[src/rtl/input_pkg.sv]
// input_pkg
// Shared constants for the multiplier input front end: key bit indices,
// debounce lengths for silicon and for simulation, and the counter-width
// helper used by the debounce cells.
package input_pkg;

  // Bit positions inside the Key_* buses.
  localparam int KEY_RUN        = 0;
  localparam int KEY_CLEAR_LOAD = 1;

  // 5 ms at 50 MHz for the board; a short window keeps benches fast.
  localparam int DEBOUNCE_CYCLES_SYN = 250000;
  localparam int DEBOUNCE_CYCLES_SIM = 4;

  // Counter only needs to reach cycles-1, so $clog2(cycles) bits suffice.
  // Guarded so a degenerate value never yields a zero-width vector.
  function automatic int cnt_width(input int cycles);
    return (cycles < 2) ? 1 : $clog2(cycles);
  endfunction

endpackage

[src/rtl/debounce_cell.sv]
// debounce_cell
// One push button: two-flop synchronizer, stability counter, accepted
// level and registered single-cycle press/release pulses.
//
// Ports:
//   clk_i      system clock
//   rst_n_i    synchronous active-low reset
//   key_n_i    raw button, active-low, asynchronous to clk_i
//   level_o    debounced level, 1 = pressed
//   press_o    one-cycle pulse on the first cycle of an accepted press
//   release_o  one-cycle pulse on the first cycle of an accepted release
module debounce_cell
  import input_pkg::*;
#(
  parameter int DEBOUNCE_CYCLES = DEBOUNCE_CYCLES_SYN
) (
  input  logic clk_i,
  input  logic rst_n_i,
  input  logic key_n_i,
  output logic level_o,
  output logic press_o,
  output logic release_o
);

  localparam int              CNT_W   = cnt_width(DEBOUNCE_CYCLES);
  localparam logic [CNT_W-1:0] CNT_MAX = CNT_W'(DEBOUNCE_CYCLES - 1);

  logic             meta_q;
  logic             sync_q;
  logic [CNT_W-1:0] cnt_q,     cnt_d;
  logic             level_q,   level_d;
  logic             press_q,   press_d;
  logic             release_q, release_d;
  logic             pressed;

  assign pressed = ~sync_q;

  // The counter only runs while the synchronized input disagrees with the
  // accepted level; any agreement restarts the window, so bounces and
  // short glitches never reach the output. Accept clears it, so no wrap.
  always_comb begin
    cnt_d     = '0;
    level_d   = level_q;
    press_d   = 1'b0;
    release_d = 1'b0;
    if (pressed != level_q) begin
      if (cnt_q == CNT_MAX) begin
        level_d   = pressed;
        press_d   = pressed;
        release_d = ~pressed;
      end else begin
        cnt_d = cnt_q + 1'b1;
      end
    end
  end

  always_ff @(posedge clk_i) begin
    if (!rst_n_i) begin
      meta_q    <= 1'b1;
      sync_q    <= 1'b1;
      cnt_q     <= '0;
      level_q   <= 1'b0;
      press_q   <= 1'b0;
      release_q <= 1'b0;
    end else begin
      meta_q    <= key_n_i;
      sync_q    <= meta_q;
      cnt_q     <= cnt_d;
      level_q   <= level_d;
      press_q   <= press_d;
      release_q <= release_d;
    end
  end

  assign level_o   = level_q;
  assign press_o   = press_q;
  assign release_o = release_q;

endmodule

[src/rtl/input_conditioner.sv]
// input_conditioner
// Board-pin front end for the serial multiplier: debounces the push
// buttons (Run, ClearA_LoadB) and synchronizes the slide switches that
// feed the operand bus.
//
// Ports:
//   Clk          system clock, 50 MHz
//   Reset        synchronous active-low reset
//   Key_n        raw buttons, active-low, asynchronous
//   SW_raw       raw slide switches, asynchronous
//   Key_level    debounced key state, 1 = pressed
//   Key_press    one-cycle pulse per accepted press
//   Key_release  one-cycle pulse per accepted release
//   SW_sync      two-flop synchronized switches (no debounce)
module input_conditioner
  import input_pkg::*;
#(
  parameter int N_KEYS          = 2,
  parameter int SW_WIDTH        = 8,
  parameter int DEBOUNCE_CYCLES = DEBOUNCE_CYCLES_SYN
) (
  input  logic                Clk,
  input  logic                Reset,
  input  logic [N_KEYS-1:0]   Key_n,
  input  logic [SW_WIDTH-1:0] SW_raw,
  output logic [N_KEYS-1:0]   Key_level,
  output logic [N_KEYS-1:0]   Key_press,
  output logic [N_KEYS-1:0]   Key_release,
  output logic [SW_WIDTH-1:0] SW_sync
);

  logic [SW_WIDTH-1:0] sw_meta_q;
  logic [SW_WIDTH-1:0] sw_sync_q;

  for (genvar k = 0; k < N_KEYS; k++) begin : g_key
    debounce_cell #(
      .DEBOUNCE_CYCLES(DEBOUNCE_CYCLES)
    ) u_cell (
      .clk_i    (Clk),
      .rst_n_i  (Reset),
      .key_n_i  (Key_n[k]),
      .level_o  (Key_level[k]),
      .press_o  (Key_press[k]),
      .release_o(Key_release[k])
    );
  end

  // Switches are static settings; a plain two-flop synchronizer is enough.
  always_ff @(posedge Clk) begin
    if (!Reset) begin
      sw_meta_q <= '0;
      sw_sync_q <= '0;
    end else begin
      sw_meta_q <= SW_raw;
      sw_sync_q <= sw_meta_q;
    end
  end

  assign SW_sync = sw_sync_q;

endmodule
[config.mk]
export PLATFORM = sky130hd
export DESIGN_NAME = input_conditioner
export DESIGN_NICKNAME = d
export VERILOG_FILES = /design/src/rtl/input_pkg.sv /design/src/rtl/debounce_cell.sv /design/src/rtl/input_conditioner.sv
export SDC_FILE = /design/constraint.sdc
export NUM_CORES = 1
export LEC_CHECK = 0
export ABC_AREA = 1
export CORE_ASPECT_RATIO = 1.25
export CORE_UTILIZATION = 30
export CTS_BUF_LIST = sky130_fd_sc_hd__clkbuf_16
export CTS_CLUSTER_SIZE = 24
export DETAILED_ROUTE_END_ITERATION = 8
export GPL_TIMING_DRIVEN = 0
export PLACE_DENSITY = 0.58
export SETUP_SLACK_MARGIN = 0.5
export SYNTH_ARGS = -nofsm -noshare
export SYNTH_HDL_FRONTEND = slang
export SYNTH_SLANG_ARGS = --single-unit
export TNS_END_PERCENT = 1
[constraint.sdc]
create_clock -name Clk -period 2 [get_ports Clk]
set_input_delay 0.4 -clock Clk [delete_from_list [all_inputs] [get_ports Clk]]
set_output_delay 0.4 -clock Clk [all_outputs]
set_load 0.1 [all_outputs]
==> metrics.md <==
| Metric | Value |
|---|---|
| Status | `complete, no violations` |
| Ports | `26` |
| Multi-input gate area | `1210 um^2` |
| Pleak | `0.00141 uW` |
| Main combinational cell family by area after synthesis | `simple AND/OR/NAND/NOR gates` |
| Fin. Hold Viols | `0` |
| Starting DRT DRC Count | `46` |
| Final-layout fill cell count | `929` |
| FP Rows | `38` |
| CTS H-tree depth | `3` |
| First-pass detailed-route iteration total | `4` |
| Die height | `109 um` |
| Worst-path clk slew | `0.05 ns` |
| Diode count | `0` |
| # DRC | `0` |
| RSZ-0062 raised after global routing | `yes` |
| Ys Warns | `0` |
| Worst-Margin Slew | `0.551 ns` |
| CTS tree | `done` |
| Cell family with most CP delay | `buffers and inverters` |
| P per Cell Area | `897 nW/um^2` |
| Vias/cell | `4.13` |
| Largest fanout on the critical path | `1` |
| Critical path class | `flip-flop to output port` |
| Post-synthesis cell area | `2770 um^2` |
| Area leader, netlist | `dfxtp_1` |
| Fin crit share | `0.791` |
| I/O Buffers | `25` |
| Die width | `87.9 um` |
| Congestion Overflow GR | `0` |
| Max Root-Sink Buffers | `2` |
| TNS Setup | `0 ns` |
| Die area | `9610 um^2` |
| VDD IR max | `412 uV` |
| Vias in the first global route | `2150` |
| Largest net degree at the start of global routing | `12` |
| Post-synthesis register bit count | `62` |
| Top cells by area, synth | `dfxtp_1 (45%), nand2_1 (12%), nor2_1 (9.0%)` |
| Syn nets | `392` |
| Crit start category | `flip-flop` |
| Minimum clock period | `1.58 ns` |
| Post-Synth Adder-Cell Area | `0.00905` |
| Synth Area in Compound Gates | `0.0299` |
| F_max | `0.632 GHz` |
| Placer Congestion | `0.869` |
| Setup repair bufs after CTS | `0` |
| Sequential element share of the synthesized area | `0.449` |
| Share of the synthesized area in the top cell type | `0.449` |
| Final ANT Viol Nets | `0` |
| Buffers & Inverters on Critical Path | `1` |
| Sink Count | `62` |
| Crit-path slowest cell | `clkdlybuf4s15_2` |
| Global Route Usage Sum | `0.122` |
| Simple-gate share of the synthesized area | `0.342` |
| Maximum capacitance violations | `0` |
| Worst path cell trace | `clkdlybuf4s15_2` |
| WHS | `0.409 ns` |
| CTS root buffer | `clkbuf_16` |
| Synth Area per Inst | `7.32 um^2` |
| Worst skew pair latency | `0.32 ns` |
| FF+latch area | `1240 um^2` |
| Final count of negative-setup-slack endpoints | `0` |
| Share of layout cells above drive strength 1 | `0.165` |
| Commonest cells after routing, fill and taps aside | `nand2_1 (91), nor2_1 (66), dfxtp_1 (61)` |
| Worst Setup End Kind | `output port` |
| Unique masters post-synth | `29` |
| Hold_buf cts | `0` |
| Detailed-placement wirelength estimate | `3870 um` |
| Area delta synth->final | `26.1%` |
| Slew HR | `0.635` |
| Global-route wire length before repair | `8980 um` |
| Initial antenna violation count | `0` |
| CTS Buf Count | `9` |
| Commonest non-fill, non-tap cell in the layout | `nand2_1` |
| CP required | `1.60 ns` |
| Final wirelength | `5140 um` |
| Max stage delay on crit path | `0.55 ns` |
| WL/cell | `9.53 um` |
| WP data arrival | `1.18 ns` |
| Setup Skew | `0.00753 ns` |
| Core area | `8800 um^2` |
| Xor/xnor share of the synthesized area | `0.0538` |
| Post-synthesis cell count | `378` |
| Vias | `2227` |
| Starting Density | `0.315` |
| Hold Crit Class | `flip-flop to flip-flop` |
| Pins Over Slew Limit | `0` |
| Mux contribution to synthesized area | `0` |
| Final nets | `428` |
metal layers:
metal,global-route usage,routed length (um),vias up
li1,-,-,1193
met4,0.0562,107,0
met2,0.218,2650,31
met1,0.127,2200,991
met5,0,0,-
met3,0.0413,171,12
logic make-up after synthesis:
kind of cell,after synthesis
AOI/OAI and AO/OA,16
xor gates and xnor gates,17
and+or+nand+nor,209
buffers and inverters,72
DFF,62
adders and majority gates,2
synthesized netlist by cell type, drive strengths merged:
cell type   n
ha          2
buf        11
nand4       4
dfxtp      62
nand2      94
or2         7
xor2       15
nor3b       2
nor2       81
clkinv      1
inv        60
nand3      14
nor3        7
a21oi       8
o21bai      1
xnor2       2
o21ai       7
power breakdown:
group | internal (uW) | leakage [uW] | switching, uW
Combinational | 41.1 | 0.000742 | 78.1
Clock | 1210 | 0.000164 | 538
Sequential | 1260 | 0.000504 | 6.80
Total | 2510 | 0.00141 | 623
what timing repair did:
action / 4_1_cts / 5_1_grt
gates resized for setup: 57 / 8
setup endpoints to repair: 24 / 41
pin swaps: 0 / 1
registers in the layout, summed over array words and instances (netlist names):
| signal | flops |
|---|---|
| g_key.u_cell.sync_q | 2 |
| g_key.u_cell.level_o | 2 |
| g_key.u_cell.cnt_q | 36 |
| SW_sync | 8 |
| g_key.u_cell.meta_q | 2 |
| sw_meta_q | 8 |
| g_key.u_cell.press_o | 2 |
| g_key.u_cell.release_o | 2 |
worst paths after layout:
check                                         startpoint                  endpoint  slack [ns]  cells past startpoint
worst max-delay path                          SW_sync[5]                SW_sync[5]        0.42                      1
worst min-delay path                        sw_meta_q[7]                SW_sync[7]        0.41                      2
worst max register to register  g_key[1].u_cell.cnt_q[0]  g_key[1].u_cell.cnt_q[3]        0.55                      9
worst min register to register              sw_meta_q[7]                SW_sync[7]        0.41                      2
area by class of cell:
type                       instances  share of cell area
sequential                        62               0.356
multi-input combinational        244               0.348
inverter                          61              0.0667
clock buffer                       9              0.0646
timing repair buffer              25              0.0632
tap                              120              0.0431
clock inverter                     7              0.0327
buffer                            11              0.0258
stage by stage:
stage,std cells,power (uW),instance area [um^2],utilization,setup WS (ns)
finish,539,3130,3490,0.396,0.418
global route,539,3220,3490,0.396,0.383
CTS,539,3170,3490,0.397,0.392
detailed placement,523,1410,3170,0.360,0.000592
global placement,523,1410,3170,0.360,0.00347
floorplan,378,1370,2770,-,0.675
No activity file was read; power rests on OpenSTA's default activity.
==> variant: new RTL, same settings <==
Set the package constant `DEBOUNCE_CYCLES_SYN` to 62500 (it was 250000).
--- a/src/rtl/input_pkg.sv
+++ b/src/rtl/input_pkg.sv
@@ -9,7 +9,7 @@
   localparam int KEY_CLEAR_LOAD = 1;
 
   // 5 ms at 50 MHz for the board; a short window keeps benches fast.
-  localparam int DEBOUNCE_CYCLES_SYN = 250000;
+  localparam int DEBOUNCE_CYCLES_SYN = 62500;
   localparam int DEBOUNCE_CYCLES_SIM = 4;
 
   // Counter only needs to reach cycles-1, so $clog2(cycles) bits suffice.
Formal check against the unedited RTL: same outputs for any inputs over 10 cycles, from zero or initial values and one cycle with Reset low; that may be too few to reach the edited logic, so the function may still have changed.
==> variant against the original RTL <==
Setup slack worse by 0.0038 ns. Final area decreased by 4.6%. Die area fell by 4.7%. Area after synthesis fell by 4.7%. Largest power group unchanged. Final cell count decreased by 0.74%. Sequential cell count is 4 lower. Power decreased by 5.0%. Routed wire length increased by 0.33%.
==> variant: results (changes against the original RTL) <==
\begin{tabular}{lr}
\hline
Metric & Value \\
\hline
\multicolumn{2}{l}{\textbf{Setup path}} \\
\quad Worst setup path startpoint & SW\_sync[6] (was SW\_sync[5]) \\
\quad R2r worst-path depth & 7 (was 9) \\
\quad Worst-case register-to-register setup slack & 0.53 ns (was 0.55 ns) \\
\quad Critical path capture point & SW\_sync[6] (was SW\_sync[5]) \\
\quad Standard cell with the maximum stage delay on the critical path & clkdlybuf4s18\_2 (was clkdlybuf4s15\_2) \\
\multicolumn{2}{l}{\textbf{Final layout}} \\
\quad Count of inverters not on the clock network in the layout & 64 (was 61) \\
\quad Max reg flops & 32 (was 36) \\
\quad Data-path buffer share of cell area in the final layout & 9.14\% (was 8.90\%) \\
\quad Share of cell area taken by multi-input logic gates & 34.5\% (was 34.8\%) \\
\quad Filler cell count in the final layout & 889 (was 929) \\
\quad Layout cells sized above 1 & 16.0\% (was 16.5\%) \\
\quad Number of sequential cells in the layout & 58 (was 62) \\
\quad Clock buffers and inverters, area share & 9.78\% (was 9.72\%) \\
\quad Number of nets in the layout & 427 (was 428) \\
\multicolumn{2}{l}{\textbf{Min path}} \\
\quad Class of the most critical hold timing path & input port to register (was register to register) \\
\quad Worst Min Path Start & Reset (was sw\_meta\_q[7]) \\
\quad Worst Hold Path EP & g\_key[1].u\_cell.level\_o (was SW\_sync[7]) \\
\multicolumn{2}{l}{\textbf{GRT}} \\
\quad Wire length of the first global-routing pass & 9060 um (was 8980 um) \\
\quad Vias in the first global route & 2094 (was 2150) \\
\quad Total global-route track usage & 12.7\% (was 12.2\%) \\
\quad Pin count of the biggest net entering global routing & 13 (was 12) \\
\multicolumn{2}{l}{\textbf{Power and ir drop}} \\
\quad IR drop worst, VDD & 0.000707 V (was 0.000412 V) \\
\quad Static Leakage & 1.40 nW (was 1.41 nW) \\
\multicolumn{2}{l}{\textbf{Route}} \\
\quad Average wire per standard cell & 9.63 um (was 9.53 um) \\
\quad Total via count after detailed routing & 2250 (was 2227) \\
\multicolumn{2}{l}{\textbf{Timing}} \\
\quad Post-route worst hold slack & 0.351 ns (was 0.409 ns) \\
\multicolumn{2}{l}{\textbf{Synthesis}} \\
\quad Biggest area contributors in the synthesized netlist & dfxtp\_1 44\%, nand2\_1 14\%, inv\_1 8.8\% (was dfxtp\_1 45\%, nand2\_1 12\%, nor2\_1 9.0\%) \\
\quad Number of nets produced by synthesis & 392 (unchanged) \\
\quad Share of the yosys chip area belonging to registers & 44.1\% (was 44.9\%) \\
\multicolumn{2}{l}{\textbf{Placed design}} \\
\quad Total of buffers placed on input and output ports & 24 (was 25) \\
\quad Final HPWL DP & 3770 um (was 3870 um) \\
\quad Worst slack at placement & 0.00222 ns (was 0.000592 ns) \\
\multicolumn{2}{l}{\textbf{Outcome}} \\
\quad Outcome & complete, no violations (unchanged) \\
\hline
\end{tabular}
[variant: metal layers]
metal | vias up | global-route usage [%] | wire length, um
li1 | 1208 | - | -
met1 | 1002 | 14.6 | 2360
met2 | 35 | 21.7 | 2510
met3 | 5 | 3.93 | 210
met4 | 0 | 5.71 | 81
met5 | - | 0 | 0
[variant: kinds of logic after synthesis]
logic type | count (synthesis) | share of synthesized area [%]
fa+ha+maj | 2 | 0.950
compound gates | 14 | 2.75
simple gates | 219 | 36.6
flops | 58 | 44.1
xor+xnor | 9 | 2.99
buf+inv | 76 | 12.7
[variant: report_power, final]
group | switching (mW) | total (mW) | internal, mW
combinational | 0.0776 | 0.115 | 0.0374
clock | 0.578 | 1.68 | 1.10
sequential | 0.00638 | 1.18 | 1.18
[variant: through the flow]
step,area (um2),TNS [ns],cells
finish,3330,0,535
global route,3330,0,535
CTS,3330,0,535
detailed placement,3020,0,519
global placement,3020,-0.0144,519
floorplan,2640,0,378
